## src/rtl/regfile_param_if.sv

```systemverilog
// Register file access bundle: one write port, NUM_RD read ports and the
// decoded write strobe. master = requester, slave = register file.
interface regfile_param_if #(
    parameter int WIDTH  = 32,
    parameter int ADDR_W = 4,
    parameter int NUM_RD = 2
);
    localparam int DEPTH = 2 ** ADDR_W;

    logic                       we;
    logic [ADDR_W-1:0]          waddr;
    logic [WIDTH-1:0]           wdata;
    logic [NUM_RD-1:0]          re;
    logic [NUM_RD*ADDR_W-1:0]   raddr;
    logic [NUM_RD*WIDTH-1:0]    rdata;
    logic [NUM_RD-1:0]          rvalid;
    logic [DEPTH-1:0]           wsel;

    modport master (
        output we, waddr, wdata, re, raddr,
        input  rdata, rvalid, wsel
    );

    modport slave (
        input  we, waddr, wdata, re, raddr,
        output rdata, rvalid, wsel
    );
endinterface

```

## src/rtl/regfile_param.sv

```systemverilog
// Parametrised register file: tree-decoded write strobe, NUM_RD read ports,
// optional zero register, write bypass, 0/1-cycle read latency.
// Ports: clk, rst_n (async active-low), bus (regfile_param_if.slave).
module regfile_param #(
    parameter int WIDTH    = 32,
    parameter int ADDR_W   = 4,
    parameter int NUM_RD   = 2,
    parameter int ZERO_REG = 1,
    parameter int BYPASS   = 1,
    parameter int RD_LAT   = 0
) (
    input  logic           clk,
    input  logic           rst_n,
    regfile_param_if.slave bus
);
    localparam int DEPTH = 2 ** ADDR_W;
    localparam int ODD   = ADDR_W % 2;
    localparam int NST   = (ADDR_W + 1) / 2;

    if (RD_LAT < 0 || RD_LAT > 1) begin : g_bad_lat
        $error("regfile_param: RD_LAT must be 0 or 1");
    end
    if (NUM_RD < 1 || NUM_RD > 4) begin : g_bad_rd
        $error("regfile_param: NUM_RD must be 1..4");
    end
    if (WIDTH < 1 || ADDR_W < 1) begin : g_bad_dim
        $error("regfile_param: WIDTH and ADDR_W must be >= 1");
    end

    // Decode tree, MSBs first. Root is 1-to-2 for odd ADDR_W, else 2-to-4;
    // every later stage is a 2-to-4 gated by its parent's enable.
    for (genvar s = 0; s < NST; s++) begin : g_st
        localparam int BI  = (s == 0 && ODD == 1) ? 1 : 2;
        localparam int BC  = (ODD == 1) ? 2 * s + 1 : 2 * s + 2;
        localparam int NIN = 1 << (BC - BI);

        logic [NIN-1:0]       w_par;
        logic [(1<<BC)-1:0]   w_en;
        logic [BI-1:0]        w_fld;

        if (s == 0) begin : g_root
            assign w_par = bus.we;
        end else begin : g_node
            assign w_par = g_st[s-1].w_en;
        end

        assign w_fld = bus.waddr[ADDR_W-BC +: BI];

        for (genvar j = 0; j < NIN; j++) begin : g_par
            for (genvar k = 0; k < (1 << BI); k++) begin : g_out
                assign w_en[j*(1<<BI)+k] = w_par[j] && (w_fld == BI'(k));
            end
        end
    end

    logic [DEPTH-1:0] w_dec;
    logic [DEPTH-1:0] w_wsel;

    assign w_dec    = g_st[NST-1].w_en;
    assign w_wsel   = {w_dec[DEPTH-1:1], w_dec[0] & (ZERO_REG == 0)};
    assign bus.wsel = w_wsel;

    logic [WIDTH-1:0] r_mem [DEPTH];

    always_ff @(posedge clk or negedge rst_n) begin
        if (!rst_n) begin
            for (int i = 0; i < DEPTH; i++) begin
                r_mem[i] <= '0;
            end
        end else begin
            for (int i = 0; i < DEPTH; i++) begin
                if (w_wsel[i]) begin
                    r_mem[i] <= bus.wdata;
                end
            end
        end
    end

    logic [ADDR_W-1:0] w_ra   [NUM_RD];
    logic [WIDTH-1:0]  w_rval [NUM_RD];

    // Zero register overrides bypass, so a write to r0 never leaks out.
    always_comb begin
        for (int p = 0; p < NUM_RD; p++) begin
            w_ra[p]   = bus.raddr[p*ADDR_W +: ADDR_W];
            w_rval[p] = r_mem[w_ra[p]];
            if (BYPASS != 0 && bus.we && bus.waddr == w_ra[p]) begin
                w_rval[p] = bus.wdata;
            end
            if (ZERO_REG != 0 && w_ra[p] == '0) begin
                w_rval[p] = '0;
            end
        end
    end

    if (RD_LAT == 1) begin : g_reg_rd
        logic [NUM_RD*WIDTH-1:0] r_rdata;
        logic [NUM_RD-1:0]       r_rvalid;

        always_ff @(posedge clk or negedge rst_n) begin
            if (!rst_n) begin
                r_rdata  <= '0;
                r_rvalid <= '0;
            end else begin
                r_rvalid <= bus.re;
                for (int p = 0; p < NUM_RD; p++) begin
                    if (bus.re[p]) begin
                        r_rdata[p*WIDTH +: WIDTH] <= w_rval[p];
                    end
                end
            end
        end

        assign bus.rdata  = r_rdata;
        assign bus.rvalid = r_rvalid;
    end else begin : g_comb_rd
        for (genvar p = 0; p < NUM_RD; p++) begin : g_port
            assign bus.rdata[p*WIDTH +: WIDTH] = w_rval[p];
        end
        assign bus.rvalid = bus.re;
    end
endmodule

```

## src/flat_wrapper.sv

```systemverilog
// flat-port wrapper written by rule: the top's interface ports become plain ports
module regfile_param_flat 
#(
    parameter int WIDTH    = 32,
    parameter int ADDR_W   = 4,
    parameter int NUM_RD   = 2,
    parameter int ZERO_REG = 1,
    parameter int BYPASS   = 1,
    parameter int RD_LAT   = 0
)
  (clk, rst_n, bus_we, bus_waddr, bus_wdata, bus_re, bus_raddr, bus_rdata, bus_rvalid, bus_wsel);
  regfile_param_if #(.WIDTH(WIDTH), .ADDR_W(ADDR_W), .NUM_RD(NUM_RD)) bus_i ();
  input  logic clk;
  input  logic rst_n;
  input wire logic [$bits(bus_i.we)-1:0] bus_we;
  input wire logic [$bits(bus_i.waddr)-1:0] bus_waddr;
  input wire logic [$bits(bus_i.wdata)-1:0] bus_wdata;
  input wire logic [$bits(bus_i.re)-1:0] bus_re;
  input wire logic [$bits(bus_i.raddr)-1:0] bus_raddr;
  output wire logic [$bits(bus_i.rdata)-1:0] bus_rdata;
  output wire logic [$bits(bus_i.rvalid)-1:0] bus_rvalid;
  output wire logic [$bits(bus_i.wsel)-1:0] bus_wsel;
  assign bus_i.we = bus_we;
  assign bus_i.waddr = bus_waddr;
  assign bus_i.wdata = bus_wdata;
  assign bus_i.re = bus_re;
  assign bus_i.raddr = bus_raddr;
  assign bus_rdata = bus_i.rdata;
  assign bus_rvalid = bus_i.rvalid;
  assign bus_wsel = bus_i.wsel;
  regfile_param #(.WIDTH(WIDTH), .ADDR_W(ADDR_W), .NUM_RD(NUM_RD), .ZERO_REG(ZERO_REG), .BYPASS(BYPASS), .RD_LAT(RD_LAT)) u_core (.clk(clk), .rst_n(rst_n), .bus(bus_i));
endmodule
```

## config.mk

```make
export PLATFORM = sky130hd
export DESIGN_NAME = regfile_param_flat
export DESIGN_NICKNAME = d
export VERILOG_FILES = /design/src/rtl/regfile_param_if.sv /design/src/rtl/regfile_param.sv /design/src/flat_wrapper.sv
export SDC_FILE = /design/constraint.sdc
export NUM_CORES = 1
export LEC_CHECK = 0
export CAP_MARGIN = 30
export CORE_UTILIZATION = 40
export CTS_CLUSTER_DIAMETER = 60
export DETAILED_ROUTE_END_ITERATION = 6
export GPL_TIMING_DRIVEN = 0
export SYNTH_ARGS = -nofsm -noshare
export SYNTH_HDL_FRONTEND = slang
export SYNTH_SLANG_ARGS = --single-unit
```

## constraint.sdc

```tcl
create_clock -name clk -period 2.1 [get_ports clk]
set_input_delay 0.21 -clock clk [delete_from_list [all_inputs] [get_ports clk]]
set_output_delay 0.21 -clock clk [all_outputs]
set_load 0.005 [all_outputs]
```

* Word-level counts from Yosys, hierarchy flattened
Index checks and enable logic that the tools add are counted.
** Storage, ports and cells
- Bits in registers :: 480
- Input bits :: 49
- Output and inout port bits :: 82
- Logic and storage cells :: 62
** Cells by class
- $lt $le $gt $ge :: 2
- Equality and inequality tests :: 8
- Multiplexer cells :: 10
- Bitwise operators :: 2
- Reductions and logical operators :: 25
** Operators by type and width (count)
- $bmux W32 S4 :: 2
- $mux W32 :: 8
- $logic_and A1 B1 Y1 :: 21
- $ge A5 B5 Y1 const B :: 2
- $not A4 Y5 :: 2
- $eq A2 B2 Y1 const B :: 4
- $eq A4 B4 Y1 :: 2
- $logic_not A4 Y1 :: 2
- $eq A2 B1 Y1 const B :: 2
- $logic_not A2 Y1 :: 2

* Longest topological paths before layout
- Word-level depth :: 6
- Mapped depth :: 9
- Mapped depth without buffers :: 5

* Worst setup path before layout
No wires, ideal clock.
- Path kind :: input to output
- Start :: input port bus_raddr[2]
- End :: output port bus_rdata[22]
- Arrival :: 1525 ps
- Required time :: 1890 ps
- Slack :: 365 ps
- Stages on the path :: 6
- Path buffers :: 3
- Path through :: buf_4 > buf_2 > clkbuf_1 > mux4_2 > a221oi_2 > o2bb2ai_1
** Between the ends
- Cells in the longest elaborated chain, start to end :: 6
- Elaborated cells on any way between the ends :: 9
- Those cells by class :: 1 x eq/ne; 5 x mux; 1 x bitwise; 2 x reduce/logical
** Ends and longest elaborated chain
- start: declaration :: RTL line flat_wrapper.sv:19 : input wire logic [$bits(bus_i.raddr)-1:0] bus_raddr;
- $not A4 Y5 (not written as such) :: RTL line regfile_param.sv:86 : w_rval[p] = r_mem[w_ra[p]];
- $bmux W32 S4 :: RTL line regfile_param.sv:86
- $mux W32 (not written as such) (2 in a row) :: RTL line regfile_param.sv:86
- $mux W32 :: RTL line regfile_param.sv:87 : if (BYPASS != 0 && bus.we && bus.waddr == w_ra[p]) begin
- $mux W32 * :: RTL line regfile_param.sv:90 : if (ZERO_REG != 0 && w_ra[p] == '0) begin
- end: declaration :: RTL line flat_wrapper.sv:20 : output wire logic [$bits(bus_i.rdata)-1:0] bus_rdata;
Mark *: on every way between the ends. The rest lies on a longest branch, timed or not. The select of a mux whose other input is x is not followed.

* Worst setup path after layout
- Start :: register u_core.r_mem[95] (netlist bit)
- End :: output port bus_rdata[31]
** Between the ends
- Cells in the longest elaborated chain, start to end :: 5
** Ends and longest elaborated chain
- start: declaration :: RTL line regfile_param.sv:63 : logic [WIDTH-1:0] r_mem [DEPTH];
- start signal: indexed assignment :: RTL line regfile_param.sv:73 : r_mem[i] <= bus.wdata;
- $bmux W32 S4 :: RTL line regfile_param.sv:86
- $mux W32 (not written as such) (2 in a row) :: RTL line regfile_param.sv:86
- $mux W32 :: RTL line regfile_param.sv:87
- $mux W32 :: RTL line regfile_param.sv:90
No other way between the ends. The select of a mux whose other input is x is not followed.

==> flow_summary.toml <==
[run_status]
run_status = "complete, but fails checks"
violations = "setup timing"

[routing]
first_iter_violations = 2171
firstDrtPassIters = 6
routed_wire_length_per_instance_um = 29.2
totalWireLength_mm = 98.7
vias = 21100
drc_errors = 0
drt-vias-per-instance = 6.23
antenna_left = 0

[floorplan]
rows = 94
floorplan.io_pins = 131
initial_core_utilization_pct = 40.4
die-width_um = 260
core_mm2 = 0.0657
fp.dieArea_mm2 = 0.0674
chipHeight_um = 260

[layout]
finalNetCount = 2526
most_common_cell_after_layout_fill_and_taps_aside = "sky130_fd_sc_hd__nand2_1"
sequential_cell_area_mm2 = 0.0120
largest-register = "u_core.r_mem"
layout_cells_sized_above_1_pct = 49.8
layout.cells.most_common_list = "sky130_fd_sc_hd__nand2_1 (483), sky130_fd_sc_hd__dfrtp_1 (480), sky130_fd_sc_hd__mux2_2 (383)"
layout.cell_area.non_filler_mm2 = 0.0328
synth_to_final_area_change_pct = 23.5
registers_with_the_most_flip_flops = "u_core.r_mem x480"
multi_input_area_mm2 = 0.0145
largest_register_ffs = 480
fill_cells = 5697

[synthesis]
postSynthCellCount = 2199
synthMuxAreaShare_pct = 32.7
syn_area_mm2 = 0.0265
yosys-top-cells-area = "sky130_fd_sc_hd__dfrtp_1 (45%), sky130_fd_sc_hd__mux2_2 (16%), sky130_fd_sc_hd__mux4_2 (16%), sky130_fd_sc_hd__nand2_1 (6.8%), sky130_fd_sc_hd__nor2_1 (1.9%)"
yosysSeqAreaShare_pct = 45.3
synth_largest_area_cell = "sky130_fd_sc_hd__dfrtp_1"
yosysUniqueCellTypes = 43
synth_nets = 2248
syn_avg_cell_area_um2 = 12.1
post-synth-top-area-fraction_pct = 45.3
synth_compound_gate_area_share_pct = 6.16
synth_adder_area_share_pct = 0
warnings_from_yosys = 0
synth_simple_gate_area_share_pct = 10.9
synth_top_family_by_area = "multiplexers"
synth_xor_area_share_pct = 0.264
ys_seq_elements = 480

[critical_path]
crit_slowest_cell = "sky130_fd_sc_hd__mux4_2"
crit_path_cell_trace = "mux4_2 -> o22ai_2 -> a41oi_2 -> mux2i_1 -> nor2_2 -> buf_2"
timing.reg2reg.worst_path_depth = 4
cp_num_buf_inv = 1
crit_path_start_kind = "flop"
critical_path.endpoint_type = "primary output"
cp_num_cells = 6
crit_path_max_fanout = 3
cpLargestDelayFamily = "multiplexers"
worst-setup-path-type = "reg2out"
cp_data_arrival_time_ns = 2.28
timing.critical_path.slowest_cell_delay_ns = 0.52
required_arrival_time_at_the_worst_endpoint_ns = 1.89

[place]
placed_cell_area_mm2 = 0.0290
place_congestion = 0.937
numPortBuffers = 118
dp_hpwl_mm = 63.8

[sta]
postLayoutSetupSlackWorst_ns = -0.394
fin_crit_sh_pct = 119
worst_pin_slew_ns = 1.10
skew_ns = 0
period_minus_slack_ns = 2.49
timing_max_transition_violations_final = 0
hold_viol = 0
unrepaired_setup_endpoints_after_global_routing = "yes"
timing.final.setup_violations = 64
fmaxAchievable_mhz = 401
worst_slew_margin_rel_pct = 27.0

[power_and_ir_drop]
power.share.combinational_pct = 26.2
ir_worst_vdd_mv = 0.671
cell_internal_pwr_mw = 21.8
total_power_mw = 31.1
switching_share_pct = 29.8
seq_power_share_pct = 41.5
total_leakage_power_nw = 14.3
power_density_mw_per_mm2 = 949
p_switching_mw = 9.27
clock_group_share_of_total_power_pct = 32.3

[cts]
path_clk_slew_ns = 0.06
cts-root-to-sink-buffers = 3
htreeDepth = 2
clock_sink_count = 480
tritoncts = "yes"
clock_root_buffer = "sky130_fd_sc_hd__clkbuf_16"
clk_latency_ns = 0.61
cts_buffers = 55

[min_path]
holdCritPathClass = "in2async"

[global_route]
grt_util_all_layers_pct = 29.5
final_global_route_overflow_total = 0
number_of_antenna_violations_at_the_first_check_in_global_routing = 6
first_global_vias = 21700
grt_start_max_net_pins = 122
grt_first_pass_wirelength_mm = 145

[run]
max-cap-violations = 0
## layout make-up
class                      count  share of cell area, %
tap                          864                   3.30
antenna                        2                 0.0153
timing repair buffer         227                   5.59
sequential                   480                   36.7
clock inverter                17                  0.691
multi-input combinational   1495                   44.3
inverter                       7                  0.137
clock buffer                  82                   5.00
buffer                       211                   4.29
## power by group through the flow
stage               combinational [mW]  clock [mW]  sequential, mW
detailed placement                7.08           0            13.0
CTS                               7.78        10.1            12.8
floorplan                         4.99           0            12.4
global route                      8.69        10.5            13.1
finish                            8.16        10.0            12.9
global placement                  6.87           0            12.9
## worst reg2reg max path: stages, from the launching register on
cell	delay, ns
sky130_fd_sc_hd__dfrtp_1	0.39
sky130_fd_sc_hd__buf_6	0.12
sky130_fd_sc_hd__buf_4	0.12
sky130_fd_sc_hd__buf_4	0.12
sky130_fd_sc_hd__mux2_2	0.26
## repair_timing
action                                  4_1_cts  5_1_grt
endpoints found under the setup margin      173       73
setup buffers                                77       22
pin swaps                                   165      122
hold buffers                                  1        0
endpoints found under the hold margin       269        0
gates resized for setup                     545       91
## cells in the mapped netlist, drive strengths merged
cell / n
a211oi: 31
a221oi: 62
a22oi: 32
a31oi: 1
a41oi: 1
and2: 1
and2b: 1
and3: 1
buf: 133
clkbuf: 84
clkinv: 1
conb: 1
dfrtp: 480
inv: 6
mux2: 385
mux2i: 2
mux4: 191
nand2: 484
nand2b: 6
nand3: 6
nand3b: 2
nor2: 138
nor2b: 2
nor3: 66
nor4: 2
o22ai: 33
o2bb2ai: 31
o31ai: 1
or2: 2
or3: 4
or3b: 1
xnor2: 2
xor2: 6
## layer usage
layer | track usage (%) | share of wire, % | up-vias
li1 | - | - | 8588
met1 | 38.9 | 39 | 10900
met2 | 44.7 | 45 | 1278
met3 | 8.41 | 11 | 283
met4 | 14.3 | 4.7 | 4
met5 | 0 | 0.053 | -
## worst paths after layout
kind	start	end	slack, ns
setup / recovery	u_core.r_mem[95]$_DFFE_PN0P_	bus_rdata[31]	-0.39
hold / removal	rst_n	u_core.r_mem[92]$_DFFE_PN0P_	0.06
setup reg to reg	u_core.r_mem[282]$_DFFE_PN0P_	u_core.r_mem[282]$_DFFE_PN0P_	0.97
hold reg to reg	u_core.r_mem[108]$_DFFE_PN0P_	u_core.r_mem[108]$_DFFE_PN0P_	0.49
max in group asynchronous	rst_n	u_core.r_mem[336]$_DFFE_PN0P_	0.50
min in group clk	bus_waddr[1]	u_core.r_mem[352]$_DFFE_PN0P_	0.12
## cell families (layout without fill, tap and decap cells)
kind of cell    count (synthesis)  in the layout
xor+xnor                        8              8
flops                         480            480
simple gates                  716            716
mux                           578            578
buf+inv                       224            544
compound gates                192            192
other cells                     1              3
## through the flow
stage	cells	setup slack (ns)	utilization [%]	setup TNS (ns)	hold slack (ns)
after floorplan	2199	0.365	-	0	-0.0856
after global placement	3181	-20.67	43.8	-	0.470
after detailed placement	3189	-1.29	44.1	-318.99	0.108
after CTS	3361	-0.379	49.0	-18.16	0.0495
after global routing	3384	-0.418	49.8	-20.68	0.0775
final	3385	-0.394	49.8	-16.60	0.0572
(Power assumes the default switching activity.)
